`src/rtl/clock_set_ctrl_if.sv`:
```
// Strobe/display bundle between the button front end, clock_set_ctrl and the VGA renderer.
// Latency: none, wires only.
// Backpressure: none; strobes are one-cycle pulses and are always consumed.
// Ports: tick_1hz, btn_mode/next/up/down (strobes into the controller);
//        almacenamiento, posicion, cuadro, parpadeo (display drive out of it).
interface clock_set_ctrl_if;
    logic        tick_1hz;
    logic        btn_mode;
    logic        btn_next;
    logic        btn_up;
    logic        btn_down;
    logic [47:0] almacenamiento;
    logic [2:0]  posicion;
    logic        cuadro;
    logic        parpadeo;

    // Strobe source / display consumer side.
    modport master (
        output tick_1hz, btn_mode, btn_next, btn_up, btn_down,
        input  almacenamiento, posicion, cuadro, parpadeo
    );

    // Controller side.
    modport slave (
        input  tick_1hz, btn_mode, btn_next, btn_up, btn_down,
        output almacenamiento, posicion, cuadro, parpadeo
    );
endinterface

```
`src/rtl/clock_set_ctrl.sv`:
```
// BCD time/date keeper with RUN (1 Hz advance, calendar rollover) and EDIT (cursor, inc/dec, blink).
// Latency: every output is registered; a strobe takes effect 1 dclk cycle later.
// Backpressure: none; strobes are accepted every cycle, only the highest-priority one acts.
// Ports: dclk, clr_n (async active-low); bus = clock_set_ctrl_if.slave
//        (strobes in; almacenamiento {HH,MM,SS,DD,MO,YY}, posicion, cuadro, parpadeo out).
module clock_set_ctrl #(
    parameter int BLINK_DIV = 12500000
) (
    input  logic              dclk,
    input  logic              clr_n,
    clock_set_ctrl_if.slave   bus
);
    localparam int            CW       = $clog2(BLINK_DIV);
    localparam logic [CW-1:0] CNT_LAST = CW'(BLINK_DIV - 1);

    typedef enum logic {S_RUN = 1'b0, S_EDIT = 1'b1} state_t;

    state_t        r_state, w_state_nxt;
    logic [7:0]    r_hh, r_mm, r_ss, r_dd, r_mo, r_yy;
    logic [7:0]    w_hh, w_mm, w_ss, w_dd, w_mo, w_yy;
    logic [2:0]    r_pos, w_pos;
    logic          r_cuadro;
    logic          r_blink, w_blink;
    logic [CW-1:0] r_cnt, w_cnt;
    logic [7:0]    w_dim;

    // BCD increment with wrap; ">=" also folds an out-of-range day back to lo.
    function automatic logic [7:0] bcd_inc(input logic [7:0] v, input logic [7:0] lo,
                                           input logic [7:0] hi);
        if (v >= hi)             return lo;
        else if (v[3:0] == 4'd9) return {v[7:4] + 4'd1, 4'd0};
        else                     return {v[7:4], v[3:0] + 4'd1};
    endfunction

    function automatic logic [7:0] bcd_dec(input logic [7:0] v, input logic [7:0] lo,
                                           input logic [7:0] hi);
        if (v <= lo)             return hi;
        else if (v[3:0] == 4'd0) return {v[7:4] - 4'd1, 4'd9};
        else                     return {v[7:4], v[3:0] - 4'd1};
    endfunction

    // Divisible by 4 expressed on BCD digits: even tens need units 0/4/8, odd tens need 2/6.
    function automatic logic is_leap(input logic [7:0] yy);
        if (!yy[4]) return (yy[3:0] == 4'd0) || (yy[3:0] == 4'd4) || (yy[3:0] == 4'd8);
        else        return (yy[3:0] == 4'd2) || (yy[3:0] == 4'd6);
    endfunction

    function automatic logic [7:0] days_in_month(input logic [7:0] mo, input logic [7:0] yy);
        case (mo)
            8'h02:                      return is_leap(yy) ? 8'h29 : 8'h28;
            8'h04, 8'h06, 8'h09, 8'h11: return 8'h30;
            default:                    return 8'h31;
        endcase
    endfunction

    assign w_dim = days_in_month(r_mo, r_yy);

    // State register.
    always_ff @(posedge dclk or negedge clr_n) begin
        if (!clr_n) r_state <= S_RUN;
        else        r_state <= w_state_nxt;
    end

    // Next state: only btn_mode moves between RUN and EDIT.
    always_comb begin
        w_state_nxt = r_state;
        if (bus.btn_mode) begin
            case (r_state)
                S_RUN:   w_state_nxt = S_EDIT;
                S_EDIT:  w_state_nxt = S_RUN;
                default: w_state_nxt = S_RUN;
            endcase
        end
    end

    // Output/datapath next values.
    always_comb begin
        w_hh    = r_hh;
        w_mm    = r_mm;
        w_ss    = r_ss;
        w_dd    = r_dd;
        w_mo    = r_mo;
        w_yy    = r_yy;
        w_pos   = r_pos;
        w_blink = r_blink;
        w_cnt   = r_cnt;
        case (r_state)
            S_RUN: begin
                // A tick is applied even when btn_mode arrives in the same cycle.
                if (bus.tick_1hz) begin
                    w_ss = bcd_inc(r_ss, 8'h00, 8'h59);
                    if (r_ss == 8'h59) begin
                        w_mm = bcd_inc(r_mm, 8'h00, 8'h59);
                        if (r_mm == 8'h59) begin
                            w_hh = bcd_inc(r_hh, 8'h00, 8'h23);
                            if (r_hh == 8'h23) begin
                                w_dd = bcd_inc(r_dd, 8'h01, w_dim);
                                if (r_dd >= w_dim) begin
                                    w_mo = bcd_inc(r_mo, 8'h01, 8'h12);
                                    if (r_mo == 8'h12) w_yy = bcd_inc(r_yy, 8'h00, 8'h99);
                                end
                            end
                        end
                    end
                end
                w_pos   = 3'd0;
                w_blink = 1'b1;
                w_cnt   = '0;
            end
            S_EDIT: begin
                if (bus.btn_mode) begin
                    w_pos   = 3'd0;
                    w_blink = 1'b1;
                    w_cnt   = '0;
                    // Leaving EDIT must not leave e.g. 31/02 behind.
                    if (r_dd > w_dim) w_dd = w_dim;
                end else if (bus.btn_next || bus.btn_up || bus.btn_down) begin
                    // Any user action restarts the blink with the field visible.
                    w_blink = 1'b1;
                    w_cnt   = '0;
                    if (bus.btn_next) begin
                        w_pos = (r_pos == 3'd5) ? 3'd0 : r_pos + 3'd1;
                    end else begin
                        case (r_pos)
                            3'd0: w_hh = bus.btn_up ? bcd_inc(r_hh, 8'h00, 8'h23)
                                                    : bcd_dec(r_hh, 8'h00, 8'h23);
                            3'd1: w_mm = bus.btn_up ? bcd_inc(r_mm, 8'h00, 8'h59)
                                                    : bcd_dec(r_mm, 8'h00, 8'h59);
                            3'd2: w_ss = bus.btn_up ? bcd_inc(r_ss, 8'h00, 8'h59)
                                                    : bcd_dec(r_ss, 8'h00, 8'h59);
                            3'd3: w_dd = bus.btn_up ? bcd_inc(r_dd, 8'h01, w_dim)
                                                    : bcd_dec(r_dd, 8'h01, w_dim);
                            3'd4: w_mo = bus.btn_up ? bcd_inc(r_mo, 8'h01, 8'h12)
                                                    : bcd_dec(r_mo, 8'h01, 8'h12);
                            3'd5: w_yy = bus.btn_up ? bcd_inc(r_yy, 8'h00, 8'h99)
                                                    : bcd_dec(r_yy, 8'h00, 8'h99);
                            default: ;
                        endcase
                    end
                end else if (r_cnt == CNT_LAST) begin
                    w_cnt   = '0;
                    w_blink = ~r_blink;
                end else begin
                    w_cnt = r_cnt + 1'b1;
                end
            end
            default: ;
        endcase
    end

    always_ff @(posedge dclk or negedge clr_n) begin
        if (!clr_n) begin
            r_hh     <= 8'h00;
            r_mm     <= 8'h00;
            r_ss     <= 8'h00;
            r_dd     <= 8'h01;
            r_mo     <= 8'h01;
            r_yy     <= 8'h00;
            r_pos    <= 3'd0;
            r_cuadro <= 1'b0;
            r_blink  <= 1'b1;
            r_cnt    <= '0;
        end else begin
            r_hh     <= w_hh;
            r_mm     <= w_mm;
            r_ss     <= w_ss;
            r_dd     <= w_dd;
            r_mo     <= w_mo;
            r_yy     <= w_yy;
            r_pos    <= w_pos;
            r_cuadro <= (w_state_nxt == S_EDIT);
            r_blink  <= w_blink;
            r_cnt    <= w_cnt;
        end
    end

    assign bus.almacenamiento = {r_hh, r_mm, r_ss, r_dd, r_mo, r_yy};
    assign bus.posicion       = r_pos;
    assign bus.cuadro         = r_cuadro;
    assign bus.parpadeo       = r_blink;
endmodule

```
`src/flat_wrapper.sv`:
```
// flat-port wrapper written by rule: the top's interface ports become plain ports
module clock_set_ctrl_flat 
#(
    parameter int BLINK_DIV = 12500000
)
  (dclk, clr_n, bus_tick_1hz, bus_btn_mode, bus_btn_next, bus_btn_up, bus_btn_down, bus_almacenamiento, bus_posicion, bus_cuadro, bus_parpadeo);
  clock_set_ctrl_if bus_i ();
  input  logic dclk;
  input  logic clr_n;
  input wire logic [$bits(bus_i.tick_1hz)-1:0] bus_tick_1hz;
  input wire logic [$bits(bus_i.btn_mode)-1:0] bus_btn_mode;
  input wire logic [$bits(bus_i.btn_next)-1:0] bus_btn_next;
  input wire logic [$bits(bus_i.btn_up)-1:0] bus_btn_up;
  input wire logic [$bits(bus_i.btn_down)-1:0] bus_btn_down;
  output wire logic [$bits(bus_i.almacenamiento)-1:0] bus_almacenamiento;
  output wire logic [$bits(bus_i.posicion)-1:0] bus_posicion;
  output wire logic [$bits(bus_i.cuadro)-1:0] bus_cuadro;
  output wire logic [$bits(bus_i.parpadeo)-1:0] bus_parpadeo;
  assign bus_i.tick_1hz = bus_tick_1hz;
  assign bus_i.btn_mode = bus_btn_mode;
  assign bus_i.btn_next = bus_btn_next;
  assign bus_i.btn_up = bus_btn_up;
  assign bus_i.btn_down = bus_btn_down;
  assign bus_almacenamiento = bus_i.almacenamiento;
  assign bus_posicion = bus_i.posicion;
  assign bus_cuadro = bus_i.cuadro;
  assign bus_parpadeo = bus_i.parpadeo;
  clock_set_ctrl #(.BLINK_DIV(BLINK_DIV)) u_core (.dclk(dclk), .clr_n(clr_n), .bus(bus_i));
endmodule
```
`config.mk`:
```
export PLATFORM = sky130hd
export DESIGN_NAME = clock_set_ctrl_flat
export DESIGN_NICKNAME = d
export VERILOG_FILES = /design/src/rtl/clock_set_ctrl_if.sv /design/src/rtl/clock_set_ctrl.sv /design/src/flat_wrapper.sv
export SDC_FILE = /design/constraint.sdc
export NUM_CORES = 1
export LEC_CHECK = 0
export ABC_AREA = 1
export BUFFER_PORTS_ARGS = -buffer_cell sky130_fd_sc_hd__buf_2
export CAP_MARGIN = 20
export CELL_PAD_IN_SITES_DETAIL_PLACEMENT = 0
export CELL_PAD_IN_SITES_GLOBAL_PLACEMENT = 1
export CORE_ASPECT_RATIO = 1.4
export CORE_MARGIN = 2
export CORE_UTILIZATION = 46
export CTS_CLUSTER_DIAMETER = 60
export DETAILED_ROUTE_END_ITERATION = 12
export PLACE_DENSITY_LB_ADDON = 0.08
export SLEW_MARGIN = 20
export SYNTH_ARGS = -nofsm -noshare
export SYNTH_HDL_FRONTEND = slang
export SYNTH_SLANG_ARGS = --single-unit
export TNS_END_PERCENT = 1
```
`constraint.sdc`:
```
create_clock -name dclk -period 4 [get_ports dclk]
set_input_delay 0.6 -clock dclk [delete_from_list [all_inputs] [get_ports dclk]]
set_output_delay 0.6 -clock dclk [all_outputs]
set_load 0.05 [all_outputs]
```
Yosys cells after proc, flatten, opt, wreduce, memory -nomap -nowiden. Index checks and enable logic that the tools add are counted.

Bits in registers: 77. Input bits: 7. Output and inout bits: 53. Logic and storage cells: 234.

Add/sub/neg operators: 26. Order comparisons: 13. Equal/unequal tests: 51. Mux-type cells: 100. Bitwise gates (word level): 2. Reductions and logical operators: 26.

Operators with widths (count): 8-bit 2-to-1 mux (76); 8-bit one-hot mux with 2 select lines (7); 24-bit 2-to-1 mux (3); 4-bit by 1-bit adder with 4-bit output, second input constant (12); 8-bit by 1-bit less-or-equal comparator with 1-bit output, second input constant (6); 24-bit one-hot mux with 2 select lines (1); 4-bit by 1-bit subtractor with 4-bit output, second input constant (12); 4-bit equality test, second input constant (7); 24-bit by 1-bit adder with 24-bit output, second input constant (1); 24-bit equality test, second input constant (1); 4-bit zero test (6); 4-bit != test, second input constant (6); 10-bit AND reduction (2); 2-bit != test, second input constant (9); 9-bit AND reduction (2); 8-bit by 3-bit equality test with 1-bit output, second input constant (2); 8-bit by 5-bit equality test with 1-bit output, second input constant (2); 8-bit by 7-bit equality test with 1-bit output, second input constant (2); 8-bit by 7-bit greater-or-equal comparator with 1-bit output, second input constant (2); 8-bit AND reduction (2); 3-bit != test, second input constant (5); 7-bit AND reduction (2); 3-bit 2-to-1 mux (4); 6-bit AND reduction (2); other kinds (26) (44).

Longest topological paths before layout.
Depth in word-level cells: 15. Depth in mapped cells: 20. Depth with buffers taken out: 20.

Worst setup path after synthesis. OpenSTA, ideal clock, no wires.

Kind: register to register. Start: register u_core.r_mo[5]. End: register u_core.r_yy[7]. Library setup time: 0.066 ns. Data arrival time: 2.555 ns. Data required time: 3.934 ns. Setup slack: 1.379 ns. Cell stages (with the launch flop): 16. Path buffers: 0. Period minus slack after synthesis: 2.621 ns. Cells stage by stage: dfrtp_1 -> inv_1 -> ha_1 -> nand2_1 -> nor2_1 -> inv_1 -> ha_1 -> a21oi_1 -> nand2_1 -> nand2_1 -> nand3_2 -> o21ai_4 -> nor2_4 -> nand2_2 -> nand2_1 -> nand2_1.

Word-level cells in the longest chain between the ends: 6. Elaborated cells on any way between the ends: 12. Those cells by class: 1 x order compare; 8 x eq/ne; 1 x mux; 2 x reduce/logical.

Ends and longest elaborated chain: start: declaration (line clock_set_ctrl.sv:19) `logic [7:0] r_hh, r_mm, r_ss, r_dd, r_mo, r_yy;`; start signal: assignment (line clock_set_ctrl.sv:168) `r_mo <= w_mo;`; 8-bit by 3-bit equality test with 1-bit output (tied with other cells) (line clock_set_ctrl.sv:49) `case (mo)`; 4-bit OR reduction (line clock_set_ctrl.sv:49); 8-bit one-hot mux with 2 select lines (line clock_set_ctrl.sv:49); 8-bit greater-or-equal comparator (line clock_set_ctrl.sv:98) `if (r_dd >= w_dim) begin`; 2-bit by 1-bit != test with 1-bit output (no source line); 11-bit AND reduction (no source line) *; end signal: assignment (line clock_set_ctrl.sv:169) `r_yy <= w_yy;`; end: declaration (line clock_set_ctrl.sv:19).

Every way passes the cells marked *; elsewhere a longest branch is shown, timed or not. A chain may end at the register's enable or synchronous reset.

Final worst setup path.
Start: register u_core.r_mo[5]. End: register u_core.r_yy[5].

Same word-level chain as after synthesis.

==> impl_results.md <==
- CP max-delay cell: dfrtp_1
- IO Pins: 60
- TritonCTS clock tree: done
- Synthesized cell area: slightly above 6000 um^2
- Setup-failing EPs final: 0
- Die Area: ~14000 um^2
- Area leader, netlist: dfrtp_1
- Met1 Wirelength: about 6.8 mm
- Startpoint types: flip-flop
- Tmin final: approximately 2.7 ns
- Die Span Y: about 140 um
- Leakage power: 3.52 nW
- Ratio of cells with drive above 1 in the final layout: 0.0981
- Number of flops mapped to enable cells by yosys: 0
- Worst r2r dst: u_core.r_yy[5]
- Mapped Avg Cell Area: around 6.5 um^2
- Initial antenna violation count: 0
- Root buffer cell: clkbuf_16
- Pwr/cell area: approximately 690 nW/um^2
- Gp weighted congestion: about 0.9
- Total Neg Setup Slack: 0 ns
- Yosys reg bits: 77
- Largest net degree at the start of global routing: 78
- Fin nets: 1035
- ANT nets after route: 0
- Critical Path AT: ~3 ns
- Skew-Pair Late Insertion Delay: about 0.33 ns
- Final Hold Fails: 0
- Die width: around 100 um
- Asr flop ratio synth: 1.00
- Wire length on met3: 507 um
- Clock Pin Slew Worst Setup and Hold Paths: approximately 0.060 ns
- Ys Warns: 0
- Uppermost routed layer: met4
- DRT Wirelength: about 16 mm
- CTS resizes: 0
- P&R area growth vs syn: 12.2%
- Vias post-DR: about 6000
- Cell Chain, Critical Path: inv_1, ha_1, nand2_1, nor2_1, inv_1, ha_1, a21oi_1, nand2_1, nand2_1, nand3_2, o21ai_4, nor2_4, nand2_2, nand2_1, nand2_1
- Sink Count: 77
- Clock buffer depth: 2
- Worst reg-to-reg setup slack: 1.25 ns
- Non-filler instance count after layout: 1152
- Core ar.: 12900 um^2
- Synth Flop Type: dfrtp_1
- Dpl hpwl: around 12 mm
- Top area cells in the synthesized netlist: dfrtp_1, nand2_1, inv_1, o21ai_0, nor2_1
- Measured slew at the worst slew-check pin: 0.753 ns
- Number of iterations in the first detailed-routing pass: 7
- HP Class: primary input to async pin
- Dpl cells: around 1100
- Most frequent cell after synthesis: nand2_1
- VDD IR max: approximately 0.42 mV
- Final worst-path cycle share: 0.687
- CTS buffer count: 9
- First-pass GRT wire length: between 20 and 30 mm
- Max-Cap Viols: 0
- Status: finished clean
- CP Max Fanout: 10
- Pins Over Slew Limit: 0
- CP Data Required Time: ~4.3 ns
- Number of global-route vias before repair: around 5500
- Yosys top cell area share: 0.305
- R2R cell count: 15
- # H-tree levels: 3
- Unrepaired setup endpoints after global routing: no
- Post-synthesis sequential area ratio: 0.318
- ANT cells: 0
- Crit. End Element: flip-flop
- Crit-path most repeated cell: nand2_1
- Max Clk Rate: ~360 MHz
- Cell variety after synth: 40
- Post-CTS setup-driven buffer insertion count: 0
- Drt wl/cell: 13.5 um
- Via/cell ratio: ~5.1
- Power Total: 0.00468 W
- Filler cells: approximately 1300
- Syn nets: 975
- GRT overflow: 0
- Setup CP Type: flip-flop to flip-flop
- Synth Instances: 934
- Reg-to-reg startpoint: u_core.r_mo[5]
- Post-synth top cells: nand2_1, inv_1, nor2_1
- Initial core utilization: 0.471
- CP peak stage delay: around 0.40 ns
- Slew headroom: 0.498
- Row count: 49
- Initial DRC count: 304
- GRT Total Usage: 0.225
- DRC Markers: 0
- PortBufs: slightly below 60
- Setup Skew: between 0.009 and 0.01 ns
- Hold-fix buffers, CTS: 0
- WL met2: roughly 8.0 mm
[worst max path at each step]
stage / to / cells after the start / from / slack [ns]
detailed placement: u_core.r_yy[5] / 17 / u_core.r_mo[5] / 1.25
CTS: u_core.r_yy[4] / 15 / u_core.r_mo[5] / 1.23
global placement: u_core.r_yy[5] / 14 / u_core.r_mo[2] / 1.33
global route: u_core.r_yy[5] / 17 / u_core.r_mo[5] / 0.88
finish: u_core.r_yy[5] / 15 / u_core.r_mo[5] / 1.25
floorplan: u_core.r_yy[7] / 15 / u_core.r_mo[5] / 1.38
[stage by stage]
step                worst slack, ns  cell area, um^2  hold slack, ns   util
finish                         1.25             6810           0.303  0.529
global route                  0.880             6810           0.380  0.529
CTS                            1.23             6800           0.451  0.528
detailed placement             1.25             6510           0.443  0.505
global placement               1.33             6510           0.444  0.505
floorplan                      1.38             6060           0.304      -
[per-layer routing]
layer	global-route usage	vias to the layer above
li1	-	3123
met1	0.284	2687
met2	0.393	103
met3	0.0321	19
met4	0.0697	0
met5	0	-
[flip-flops by register name (all words and copies together), names as in the netlist]
| register | flops |
|---|---|
| u_core.r_cnt | 24 |
| u_core.r_dd | 8 |
| u_core.r_hh | 8 |
| u_core.r_mm | 8 |
| u_core.r_mo | 8 |
| u_core.r_ss | 8 |
| u_core.r_yy | 8 |
| u_core.bus.posicion | 3 |
| u_core.bus.parpadeo | 1 |
| u_core.r_state | 1 |
[power breakdown]
group / leakage (nW) / total (W) / internal, W / switching (W)
Combinational: 2.36 / 0.00260 / 0.000737 / 0.00186
Clock: 0.147 / 0.000824 / 0.000500 / 0.000324
Sequential: 1.01 / 0.00126 / 0.000964 / 0.000292
[layout make-up]
class	count	area, um^2	share of cell area
clock buffers	12	246	0.0362
clock inverters	4	48.8	0.00717
multi-input cells	709	3570	0.524
flip-flops and latches	77	1930	0.284
well taps	153	191	0.0281
repair buffers	60	309	0.0454
inverters	137	514	0.0756
[cells in the final DEF, fill, tap and decap left out, types with 2 or more instances in the layout]
master / n
dfstp_2: 3
nand2_2: 3
o21ai_0: 89
o21a_1: 2
ha_1: 34
clkbuf_16: 9
clkbuf_1: 2
nor3_1: 18
and3_1: 2
nor3_2: 2
nor2_1: 115
xnor2_1: 4
nand3_1: 76
inv_2: 3
nand4_1: 16
inv_1: 133
nor2_4: 4
or2_2: 2
o21ai_1: 2
a31oi_1: 5
nor2_2: 4
o211ai_1: 5
clkinv_2: 2
xor2_1: 19
o22ai_1: 3
buf_2: 58
a21oi_1: 33
o31ai_1: 3
nand2_1: 258
dfrtp_1: 74
[cell families (layout without fill, tap and decap cells)]
group,count (synthesis),count (layout),synth area share
and+or+nand+nor,504,504,0.352
AOI/OAI and AO/OA,148,148,0.133
buffers and inverters,148,213,0.0937
DFF,77,77,0.318
adders and majority gates,34,34,0.0701
xor gates and xnor gates,23,23,0.0332
[worst max-delay path: cells and delay by family, from the launching register on]
family,cells,cell delay (ns)
adders and majority gates,2,0.53
DFF,1,0.40
and+or+nand+nor,9,0.96
AOI/OAI and AO/OA,2,0.47
buffers and inverters,2,0.31
Power figures use the tool's default switching activity.
